## src/rtl/muldiv_unit.sv

```systemverilog
// Iterative multiply/divide unit with architectural HI/LO registers (optional Cancel via MULDIV_CANCEL_EN).
// Latency: Busy rises the cycle after acceptance and stays high WIDTH+1 cycles; HI/LO update on the FINISH edge.
// Backpressure: Busy asks the hazard unit to stall; Start is ignored while Busy=1.
module muldiv_unit #(
  parameter int WIDTH = 32
) (
  input  logic             clk,
  input  logic             reset,
  input  logic [2:0]       MdCode,
  input  logic             Start,
  input  logic [WIDTH-1:0] A,
  input  logic [WIDTH-1:0] B,
`ifdef MULDIV_CANCEL_EN
  input  logic             Cancel,
`endif
  output logic [WIDTH-1:0] HI,
  output logic [WIDTH-1:0] LO,
  output logic             Busy,
  output logic             Done,
  output logic             DivZero
);

  localparam logic [1:0] S_IDLE   = 2'd0;
  localparam logic [1:0] S_RUN    = 2'd1;
  localparam logic [1:0] S_FINISH = 2'd2;

  localparam logic [2:0] OP_MULT  = 3'b001;
  localparam logic [2:0] OP_MULTU = 3'b010;
  localparam logic [2:0] OP_DIV   = 3'b011;
  localparam logic [2:0] OP_DIVU  = 3'b100;
  localparam logic [2:0] OP_MTHI  = 3'b101;
  localparam logic [2:0] OP_MTLO  = 3'b110;

  localparam int CW = (WIDTH > 1) ? $clog2(WIDTH) : 1;
  localparam logic [CW-1:0] LAST_ITER = CW'(WIDTH - 1);

  // FSM and iteration state
  logic [1:0]         state_q, state_d;
  logic [CW-1:0]      cnt_q, cnt_d;
  // Operation context captured at acceptance
  logic               is_div_q, is_div_d;
  logic               neg_q, neg_d;          // negate product / quotient
  logic               rem_neg_q, rem_neg_d;  // remainder takes dividend sign
  logic               dz_q, dz_d;            // divide by zero
  logic [WIDTH-1:0]   opnd_q, opnd_d;        // multiplicand or divisor magnitude
  logic [WIDTH-1:0]   dvd_q, dvd_d;          // original dividend, returned on divide by zero
  // Shared accumulator: {partial product, multiplier} or {remainder, quotient}
  logic [2*WIDTH-1:0] acc_q, acc_d;
  // Architectural registers and completion pulses
  logic [WIDTH-1:0]   hi_q, hi_d, lo_q, lo_d;
  logic               done_q, done_d, divzero_q, divzero_d;

  logic               cancel_w;
`ifdef MULDIV_CANCEL_EN
  assign cancel_w = Cancel;
`else
  assign cancel_w = 1'b0;
`endif

  // Operand decode and magnitudes for the accepting edge
  logic               op_mul, op_div, op_signed, a_neg, b_neg;
  logic [WIDTH-1:0]   a_mag, b_mag;

  // Classify the incoming opcode and form operand magnitudes
  always_comb begin
    op_mul    = (MdCode == OP_MULT) || (MdCode == OP_MULTU);
    op_div    = (MdCode == OP_DIV)  || (MdCode == OP_DIVU);
    op_signed = (MdCode == OP_MULT) || (MdCode == OP_DIV);
    a_neg     = op_signed & A[WIDTH-1];
    b_neg     = op_signed & B[WIDTH-1];
    a_mag     = a_neg ? (~A + 1'b1) : A;
    b_mag     = b_neg ? (~B + 1'b1) : B;
  end

  // One iteration step of shift-add multiply and restoring divide
  logic [WIDTH:0]     mul_sum;
  logic [2*WIDTH-1:0] mul_next;
  logic [WIDTH:0]     div_shift, div_trial;
  logic [2*WIDTH-1:0] div_next;

  // Compute the next accumulator value for both datapaths
  always_comb begin
    mul_sum   = {1'b0, acc_q[2*WIDTH-1:WIDTH]} + (acc_q[0] ? {1'b0, opnd_q} : {(WIDTH+1){1'b0}});
    mul_next  = {mul_sum, acc_q[WIDTH-1:1]};
    div_shift = {acc_q[2*WIDTH-1:WIDTH], acc_q[WIDTH-1]};
    div_trial = div_shift - {1'b0, opnd_q};
    // A borrow means the divisor did not fit: keep the shifted remainder, quotient bit 0.
    if (div_trial[WIDTH]) begin
      div_next = {div_shift[WIDTH-1:0], acc_q[WIDTH-2:0], 1'b0};
    end else begin
      div_next = {div_trial[WIDTH-1:0], acc_q[WIDTH-2:0], 1'b1};
    end
  end

  // Sign-corrected results presented on the FINISH edge
  logic [2*WIDTH-1:0] prod_fix;
  logic [WIDTH-1:0]   quo_fix, rem_fix;

  // Apply sign correction to the raw magnitude results
  always_comb begin
    prod_fix = neg_q ? (~acc_q + 1'b1) : acc_q;
    quo_fix  = neg_q ? (~acc_q[WIDTH-1:0] + 1'b1) : acc_q[WIDTH-1:0];
    rem_fix  = rem_neg_q ? (~acc_q[2*WIDTH-1:WIDTH] + 1'b1) : acc_q[2*WIDTH-1:WIDTH];
  end

  // Next-state logic for the IDLE/RUN/FINISH controller and HI/LO
  always_comb begin
    state_d   = state_q;
    cnt_d     = cnt_q;
    is_div_d  = is_div_q;
    neg_d     = neg_q;
    rem_neg_d = rem_neg_q;
    dz_d      = dz_q;
    opnd_d    = opnd_q;
    dvd_d     = dvd_q;
    acc_d     = acc_q;
    hi_d      = hi_q;
    lo_d      = lo_q;
    done_d    = 1'b0;
    divzero_d = 1'b0;

    case (state_q)
      S_IDLE: begin
        if (Start) begin
          if (op_mul || op_div) begin
            state_d   = S_RUN;
            cnt_d     = '0;
            is_div_d  = op_div;
            neg_d     = a_neg ^ b_neg;
            rem_neg_d = a_neg;
            dz_d      = op_div && (B == '0);
            dvd_d     = A;
            // Multiply keeps the multiplier in the low half; divide keeps the dividend there.
            opnd_d    = op_mul ? a_mag : b_mag;
            acc_d     = {{WIDTH{1'b0}}, (op_mul ? b_mag : a_mag)};
          end else if (MdCode == OP_MTHI) begin
            hi_d = A;
          end else if (MdCode == OP_MTLO) begin
            lo_d = A;
          end
        end
      end

      S_RUN: begin
        if (cancel_w) begin
          state_d = S_IDLE;
          cnt_d   = '0;
        end else begin
          acc_d = is_div_q ? div_next : mul_next;
          if (cnt_q == LAST_ITER) begin
            state_d = S_FINISH;
            cnt_d   = '0;
          end else begin
            cnt_d = cnt_q + 1'b1;
          end
        end
      end

      S_FINISH: begin
        state_d = S_IDLE;
        if (!cancel_w) begin
          done_d    = 1'b1;
          divzero_d = dz_q;
          if (dz_q) begin
            hi_d = dvd_q;
            lo_d = '1;
          end else if (is_div_q) begin
            hi_d = rem_fix;
            lo_d = quo_fix;
          end else begin
            hi_d = prod_fix[2*WIDTH-1:WIDTH];
            lo_d = prod_fix[WIDTH-1:0];
          end
        end
      end

      default: begin
        state_d = S_IDLE;
        cnt_d   = '0;
      end
    endcase
  end

  // State registers with synchronous reset that overrides any start or completion
  always_ff @(posedge clk) begin
    if (reset) begin
      state_q   <= S_IDLE;
      cnt_q     <= '0;
      is_div_q  <= 1'b0;
      neg_q     <= 1'b0;
      rem_neg_q <= 1'b0;
      dz_q      <= 1'b0;
      opnd_q    <= '0;
      dvd_q     <= '0;
      acc_q     <= '0;
      hi_q      <= '0;
      lo_q      <= '0;
      done_q    <= 1'b0;
      divzero_q <= 1'b0;
    end else begin
      state_q   <= state_d;
      cnt_q     <= cnt_d;
      is_div_q  <= is_div_d;
      neg_q     <= neg_d;
      rem_neg_q <= rem_neg_d;
      dz_q      <= dz_d;
      opnd_q    <= opnd_d;
      dvd_q     <= dvd_d;
      acc_q     <= acc_d;
      hi_q      <= hi_d;
      lo_q      <= lo_d;
      done_q    <= done_d;
      divzero_q <= divzero_d;
    end
  end

  assign HI      = hi_q;
  assign LO      = lo_q;
  assign Busy    = (state_q != S_IDLE);
  assign Done    = done_q;
  assign DivZero = divzero_q;

endmodule

```

## config.mk

```make
export PLATFORM = sky130hd
export DESIGN_NAME = muldiv_unit
export DESIGN_NICKNAME = d
export VERILOG_FILES = /design/src/rtl/muldiv_unit.sv
export SDC_FILE = /design/constraint.sdc
export NUM_CORES = 1
export LEC_CHECK = 0
export ABC_CLOCK_PERIOD_IN_PS = 9400
export BUFFER_PORTS_ARGS = -buffer_cell sky130_fd_sc_hd__buf_2
export CAP_MARGIN = 0
export CORE_UTILIZATION = 57
export DETAILED_ROUTE_END_ITERATION = 12
export GPL_TIMING_DRIVEN = 1
export PLACE_DENSITY = 0.76
export SYNTH_ARGS = -nofsm -noshare
export SYNTH_HDL_FRONTEND = slang
export SYNTH_SLANG_ARGS = --single-unit
```

## constraint.sdc

```tcl
create_clock -name clk -period 9.4 [get_ports clk]
set_clock_uncertainty 0.15 [all_clocks]
set_input_delay 2.35 -clock clk [delete_from_list [all_inputs] [get_ports clk]]
set_output_delay 2.35 -clock clk [all_outputs]
set_load 0.02 [all_outputs]
```

After elaboration in Yosys (flattened, before gate mapping)

Cells that the tools add are included.

Bits in registers: 205
Input bits: 70
Logic and storage cells: 98

$add $sub $neg: 8
Equality and inequality tests: 16
Mux-type cells: 35
Bitwise operators: 9
Reduce and logical (&&, ||, !) cells: 17

Operators by type and width:

| cell                                          | count |
|---|---|
| 2-to-1 mux 32 bit                             | 18 |
| 2-to-1 mux 64 bit                             | 5 |
| adder 32 x 1 -> 32 bit, second input constant | 4 |
| NOT 32 bit                                    | 4 |
| one-hot mux 32 bit (2 select lines)           | 2 |
| one-hot mux 64 bit (2 select lines)           | 1 |
| adder 64 x 1 -> 64 bit, second input constant | 1 |
| NOT 64 bit                                    | 1 |
| adder 32 x 32 -> 33 bit                       | 1 |
| subtractor 33 x 32 -> 33 bit                  | 1 |
| logical NOT 32 bit                            | 1 |
| 2-to-1 mux 5 bit                              | 3 |
| one-hot mux 5 bit (3 select lines)            | 1 |
| != test 2 bit, second input constant          | 7 |
| AND reduction 3 bit                           | 4 |
| == test 3 bit, second input constant          | 3 |
| == test 3 x 2 -> 1 bit, second input constant | 2 |
| 2-to-1 mux 2 bit                              | 3 |
| nonzero test 2 bit                            | 3 |
| adder 5 x 1 -> 5 bit, second input constant   | 1 |
| == test 5 bit, second input constant          | 1 |
| AND reduction 5 bit                           | 1 |
| logical OR 1 bit                              | 4 |
| one-hot mux 2 bit (2 select lines)            | 1 |
| other kinds (11)                              | 12 |

Logic depth before layout (Yosys ltp)

Gate-level depths: netlist (run 1).

Word-level depth: 8
Depth in mapped cells: 14

Least setup slack after synthesis (run 1)

Ideal clock, no wire load.

Kind: in2reg
Start point: in A[2]
End point: reg acc_q[23]
Setup time: 0.065 ns
Arrival time: 4.769 ns
Required time: 9.185 ns
Slack: 4.415 ns
Stages on the path: 10
Path buffers: 1
Cells stage by stage: clkbuf_1 or4_1 nor4_1 nand3_1 o41ai_1 xnor2_1 nor2_1 a211oi_1 o22ai_1 nor2_1

Cells in the longest elaborated chain, start to end: 7

Ends and longest elaborated chain:

| element                             | RTL line | text |
|---|---|---|
| start, declared                     | 11       | `input logic [WIDTH-1:0] A,` |
| NOT 32 bit                          | 71       | `a_mag = a_neg ? (~A + 1'b1) : A;` |
| adder 32 x 1 -> 32 bit              | 71       |  |
| 2-to-1 mux 32 bit                   | 71       |  |
| 2-to-1 mux 32 bit                   | 135      | `acc_d = {{WIDTH{1'b0}}, (op_mul ? b_mag : a_mag)};` |
| 2-to-1 mux 64 bit                   | 125      | `if (op_mul \|\| op_div) begin` |
| 2-to-1 mux 64 bit                   | 124      | `if (Start) begin` |
| one-hot mux 64 bit (2 select lines) | 122      | `case (state_q)` |
| end signal, assigned                | 195      | `acc_q <= '0;` |
| end signal, assigned                | 209      | `acc_q <= acc_d;` |
| end, declared                       | 48       | `logic [2*WIDTH-1:0] acc_q, acc_d;` |

Every way passes these cells. The select of a mux whose other input is x is not followed.
A chain may end at the register's enable or synchronous reset.

Worst setup path after layout (run 1)

Start point: in B[5]
End point: reg acc_q[25]

Cells in the longest elaborated chain, start to end: 7

Ends and longest elaborated chain:

| element                             | RTL line | text |
|---|---|---|
| start, declared                     | 12       | `input logic [WIDTH-1:0] B,` |
| NOT 32 bit                          | 72       | `b_mag = b_neg ? (~B + 1'b1) : B;` |
| adder 32 x 1 -> 32 bit              | 72       |  |
| 2-to-1 mux 32 bit                   | 72       |  |
| 2-to-1 mux 32 bit                   | 135      |  |
| 2-to-1 mux 64 bit                   | 125      |  |
| 2-to-1 mux 64 bit                   | 124      |  |
| one-hot mux 64 bit (2 select lines) | 122      |  |

Every way passes these cells. The select of a mux whose other input is x is not followed.

==> results of run 1 <==
sequential cells by signal, summed over array words and instances (netlist names):
name / cells
acc_q: 64
HI: 32
LO: 32
dvd_q: 32
opnd_q: 32
cnt_q: 5
state_q: 2
DivZero: 1
Done: 1
dz_q: 1
is_div_q: 1
neg_q: 1
rem_neg_q: 1
power groups by stage:
stage	sequential, uW	clock (uW)	combinational (uW)
final	982	964	720
after floorplan	971	0	507
after CTS	978	960	700
after global placement	995	0	687
after global routing	984	987	776
after detailed placement	997	0	696
final cells by class:
type / instances / area, um2
Timing Repair Buffer: 153 / 810.8
Tap cell: 372 / 465.4
Fill cell: 2551 / 9773
Clock inverter: 10 / 90.09
Multi-Input combinational cell: 1810 / 11050
Inverter: 66 / 247.7
Sequential cell: 205 / 4105
Clock buffer: 34 / 709.4
worst paths after layout:
path	start	to	slack, ns	cells after the start
max	B[5]	acc_q[25]	4.22	10
max reg2reg	acc_q[0]	acc_q[61]	4.61	12
min reg2reg	dvd_q[30]	dvd_q[30]	0.30	2
min	dvd_q[30]	dvd_q[30]	0.30	2
placed cells by master (no fill, tap or decap), types with 6 or more instances in the layout:
cell / n
a2111oi_0: 6
a211oi_1: 41
a21o_1: 31
a21oi_1: 236
a221o_1: 8
a221oi_1: 9
a22oi_1: 19
a311oi_1: 16
a31oi_1: 22
and2_1: 11
and3_1: 14
buf_2: 135
buf_4: 18
clkbuf_16: 25
dfxtp_1: 204
ha_1: 70
inv_1: 66
mux2i_1: 42
nand2_1: 330
nand2b_1: 22
nand3_1: 37
nand4_1: 14
nor2_1: 246
nor2b_1: 10
nor3_1: 62
nor4_1: 15
o211ai_1: 24
o21a_1: 8
o21ai_0: 124
o21bai_1: 6
o221ai_1: 33
o22ai_1: 20
o31a_1: 8
o31ai_1: 20
o41ai_1: 10
or2_2: 8
or3_1: 18
or4_1: 17
xnor2_1: 98
xor2_1: 71
layer usage:
metal,vias to the layer above,track usage [%],routed length (um)
met4,0,23.97,3940
met2,964,64.52,26360
li1,8072,-,-
met5,-,0,0
met1,8148,50.83,23270
met3,205,7.066,5642
worst max-delay path, cell delays in order:
cell and delay, ns:
buf_2 0.11, or3_1 0.41, nor3b_1 0.72, nor4b_1 0.89
a21oi_1 0.21, xor2_1 0.25, nor2_1 0.06, a211oi_1 0.26
o22ai_1 0.11, nor2_1 0.11
per-stage QoR:
| stage | util, % | area, um2 |
|---|---|---|
| after floorplan | - | 15990 |
| after global placement | 61.20 | 16680 |
| after detailed placement | 61.20 | 16680 |
| after CTS | 64.14 | 17480 |
| after global routing | 64.14 | 17480 |
| final | 64.14 | 17480 |
cell families (layout without fill, tap and decap cells):
kind of cell / count (synthesis) / count (layout) / share of synthesized area, %
AO/OA/AOI/OAI: 688 / 688 / 27.49
XOR/XNOR: 169 / 169 / 9.256
adder cells (fa/ha/maj): 72 / 72 / 5.727
buffers and inverters: 238 / 263 / 5.665
flip-flops: 205 / 205 / 25.66
multiplexers: 47 / 47 / 2.981
AND/OR/NAND/NOR: 834 / 834 / 23.21
==> run summary, run 1 <==
- **status** complete, no violations
- **Max rail drop VDD** 126.1 uV
- **Net Switching** 942.4 uW
- **Max Transition Viols Final** 0
- **start-to-end type of the worst setup path** input pin to flop
- **data arrival time of the worst path** 5.49 ns
- **crit path setup slack, layout** 4.221 ns
- **setup TNS after final layout** 0 ns
- **most instantiated cells after synthesis** nand2_1, nor2_1, a21oi_1
- **GP Congestion** 1.000
- **post-detail-place hpwl** 43210 um
- **detail-routed via count per cell** 6.562
- **largest buffer count on any clock path** 3
- **Power Internal** 1722 uW
- **share of synthesized flip-flops with an asynchronous set or reset** 0%
- **Max Cap Violations** 0
- **CP Data Required Time** 9.71 ns
- **Post-Syn Area per Cell** 7.098 um2
- **total nets after synthesis** 2395
- **vertical extent of the die** 169.5 um
- **fraction of final layout cells with drive strength greater than 1** 10.05%
- **starting DRC count in detailed routing** 2295
- **post-CTS setup buffer count** 0
- **unique cell type count in the Yosys netlist** 77
- **setup slack at placement** 3.871 ns
- **initial antenna violation count** 1
- **top cell type by total area after synthesis** dfxtp_1
- **worst hold slack** 0.3026 ns
- **final net count** 2402
- **synth top area cells** dfxtp_1, nand2_1, a21oi_1
- **initial standard-cell utilization of the core** 58.68%
- **per-cell routed wire length** 22.34 um
- **placement row count** 60
- **leakage dissipation** 0.007016 uW
- **area fraction of the dominant cell type after synthesis** 25.66%
- **vias after detailed routing** 17389
- **crit path launch type** input pin
- **total DRC errors in the routed layout** 0
- **cell area after synthesis** 15990 um2
- **port buffer count** 136
- **floorplan die width** 169.5 um
- **maximum number of pins on one net before global-route repair** 94
- **flip-flop and latch count after synthesis** 205
- **number of synthesized flops with an enable pin** 0
- **clock slew at the register clock pins of the worst setup and hold paths** 0.06 ns
- **root buf cell** clkbuf_16
- **post-route non-filler standard cell count** 2650
- **minimum clock period after layout** 5.179 ns
- **CTS tree** done
- **area of the die** 28730 um2
- **Num Clock Sinks** 205
- **Max FO, Critical Path** 6
- **power density relative to cell area** 152.5 nW/um2
- **vias in the first global route** 15936
- **period utilisation layout** 55.10%
- **I/O pin cnt** 137
- **setup repair after global routing missed its margin** false
- **diode insertion count for antenna repair** 0
- **Seq/Total Area, Yosys** 25.66%
- **total power after layout** 2665 uW
- **global route total overflow** 0
- **Top FF cell, synth** dfxtp_1
- **final number of setup-violating endpoints** 0
- **layout overhead on the synthesized area** 9.295%
- **proportion of total power due to net switching** 35.36%
- **Comb power frac** 27.0%
- **overall track demand over capacity in global routing** 40.33%
- **Detailed Routing Iterations Pass 1** 6
- **maximum clock rate** 0.1931 GHz
- **worst skew pair latency** 0.54 ns
- **Cells after Synth** 2253
- **Final Hold Vio Count** 0
- **quantity of gates resized following cts** 0
- **relative contribution of sequential cells to total power** 36.8%
- **global-route wire length before repair** 90240 um
- **Post-DRT Antenna Nets** 0
- **worst relative slew slack** 16.35%
- **deepest level of the CTS H-tree** 1
- **Cells after DPL** 2606
- **number of warnings issued by yosys** 0
- **most frequently used cell type in the post-synthesis netlist** nand2_1
- **core box area** 27250 um2
- **Inserted Clock Buffers** 24
- **path category of the worst min-delay check** flop to flop
- **clock network fraction of design power** 36.2%
- **number of hold-repair buffers added at the cts stage** 0
- **slew at the pin with the worst max-slew slack** 1.253 ns
- **endpoint kind of the worst setup timing path** flop
- **total wire length after detailed routing** 59210 um
Power figures use the tool's default switching activity.
==> run 2: changes to the inputs <==
ABC_CLOCK_PERIOD_IN_PS = 4700   (was 9400)
CORE_UTILIZATION = 56   (was 57)
PLACE_DENSITY = 0.78   (was 0.76)
clock period = 4.7 ns   (was 9.4 ns; I/O delays follow)
==> run summary, run 2 (synthesized netlist as in run 1, its figures left out) <==
- **clock slew at the register clock pins of the worst setup and hold paths** 0.06 ns, about the same
- **deepest level of the CTS H-tree** 1, unchanged
- **I/O pin cnt** 137, unchanged
- **quantity of gates resized following cts** 0, unchanged
- **endpoint kind of the worst setup timing path** flop, unchanged
- **largest buffer count on any clock path** 3, unchanged
- **Max rail drop VDD** 243.0 uV, was 126.1 uV
- **CP Data Required Time** 4.96 ns, was 9.71 ns
- **status** complete, no violations, unchanged
- **final net count** 2440, was 2402
- **period utilisation layout** 87.47%
- **post-layout instance area** 17860 um2, was 17480 um2
- **setup repair after global routing missed its margin** false, unchanged
- **GP Congestion** 1.006, was 1.000
- **post-CTS setup buffer count** 0, unchanged
- **core box area** 27930 um2, was 27250 um2
- **maximum number of pins on one net before global-route repair** 65, was 94
- **global route total overflow** 0, unchanged
- **Max Transition Viols Final** 0, unchanged
- **vertical extent of the die** 171.0 um, was 169.5 um
- **Detailed Routing Iterations Pass 1** 8, was 6
- **path category of the worst min-delay check** flop to flop, unchanged
- **worst relative slew slack** 25.30%, was 16.35%
- **area occupied by multi-input gates** 11040 um2, was 11050 um2
- **post-detail-place hpwl** 45300 um, was 43210 um
- **Final Hold Vio Count** 0, unchanged
- **number of hold-repair buffers added at the cts stage** 0, unchanged
- **total DRC errors in the routed layout** 0, unchanged
- **Max FO, Critical Path** 31, was 6
- **fraction of final layout cells with drive strength greater than 1** 11.45%, was 10.05%
- **worst skew pair latency** 0.54 ns, about the same
- **starting DRC count in detailed routing** 2111, was 2295
- **start-to-end type of the worst setup path** flop to flop, was input pin to flop
- **detail-routed via count per cell** 6.539, was 6.562
- **overall track demand over capacity in global routing** 40.37%, was 40.33%
- **Most flops, register** acc_q, unchanged
- **Post-DRT Antenna Nets** 0, unchanged
- **placement row count** 61, was 60
- **per-cell routed wire length** 22.42 um, was 22.34 um
- **total wire length after detailed routing** 60370 um, was 59210 um
- **footprint of the flip-flops and latches** 4105 um2, unchanged
- **total power after layout** 5492 uW, was 2665 uW
- **number of fillers in the final layout** 2593, was 2551
- **diode insertion count for antenna repair** 0, unchanged
- **global-route wire length before repair** 90810 um, was 90240 um
- **initial standard-cell utilization of the core** 57.25%, was 58.68%
- **most common library cell in the layout ignoring fill and taps** nand2_1, unchanged
- **layout overhead on the synthesized area** 11.70%, was 9.295%
- **vias in the first global route** 16164, was 15936
- **leakage dissipation** 0.007261 uW, was 0.007016 uW
- **floorplan die width** 171.0 um, was 169.5 um
- **minimum clock period after layout** 4.111 ns
- **CTS tree** done, unchanged
- **most frequent cells in the layout** nand2_1, nor2_1, a21oi_1, dfxtp_1, buf_2, unchanged
- **Max Cap Violations** 0, unchanged
- **Placed Instance Area** 16990 um2, was 16680 um2
- **slew at the pin with the worst max-slew slack** 1.121 ns, was 1.253 ns
- **root buf cell** clkbuf_16, unchanged
- **flip-flop count of the largest register, all copies and words added** 64, unchanged
- **area of the die** 29240 um2, was 28730 um2
- **data arrival time of the worst path** 4.37 ns, was 5.49 ns
- **maximum clock rate** 0.2432 GHz
- **port buffer count** 136, unchanged
- **Inserted Clock Buffers** 25, was 24
- **final number of setup-violating endpoints** 0, unchanged
- **vias after detailed routing** 17610, was 17389
- **power density relative to cell area** 307.4 nW/um2, was 152.5 nW/um2
- **initial antenna violation count** 0, was 1
- **Num Clock Sinks** 205, unchanged
- **setup TNS after final layout** 0 ns, unchanged
- **crit path launch type** flop, was input pin
-- run 2: final cells by class --
cell class,instances,share of cell area (%)
Timing Repair Buffer,190,6.304
Clock buffer,32,3.930
Clock inverter,12,0.9456
Inverter,66,1.387
Multi-Input combinational cell,1810,61.80
Sequential cell,205,22.98
Tap cell,378,2.648
-- run 2: path summary, 6_finish.rpt --
| kind | startpoint | end | slack [ns] | cells after the start |
|---|---|---|---|---|
| setup / recovery | acc_q[31] | acc_q[35] | 0.59 | 12 |
| hold / removal | LO[5] | LO[5] | 0.30 | 2 |
| setup reg to reg | acc_q[31] | acc_q[35] | 0.59 | 12 |
| hold reg to reg | LO[5] | LO[5] | 0.30 | 2 |
-- run 2: report_power, final --
part           internal, uW  switching, uW  leakage [uW]
sequential             1830            122       0.00167
combinational           523            949       0.00516
clock                  1270            799      0.000427
total                  3620           1870       0.00726
-- run 2: critical path: stages (launching register included) --
cell and delay, ns:
dfxtp_1 0.41, inv_1 0.09, ha_1 0.21, fa_1 0.40, nand2b_1 0.19, a21o_1 0.19
a21bo_2 0.23, o211ai_1 0.53, a41oi_1 0.29, o21ai_4 0.40, buf_4 0.42, o21ai_0 0.16
a221o_1 0.32
-- run 2: routing by layer --
metal  GRT usage, %  wire (um)
met3          8.651       5950
met2          63.61      26670
met4          25.54       4369
met5              0          0
met1          49.96      23370
-- run 2: metrics by stage --
step / util (%) / setup WS, ns / hold slack [ns] / std cells
global placement: 60.83 / 0.8363 / 0.2869 / 2649
finish: 63.94 / 0.5889 / 0.2968 / 2693
detailed placement: 60.83 / 0.7118 / 0.2909 / 2649
CTS: 63.94 / 0.6773 / 0.2990 / 2693
floorplan: - / 0.8905 / 0.2819 / 2253
global route: 63.94 / 0.3827 / 0.3163 / 2693
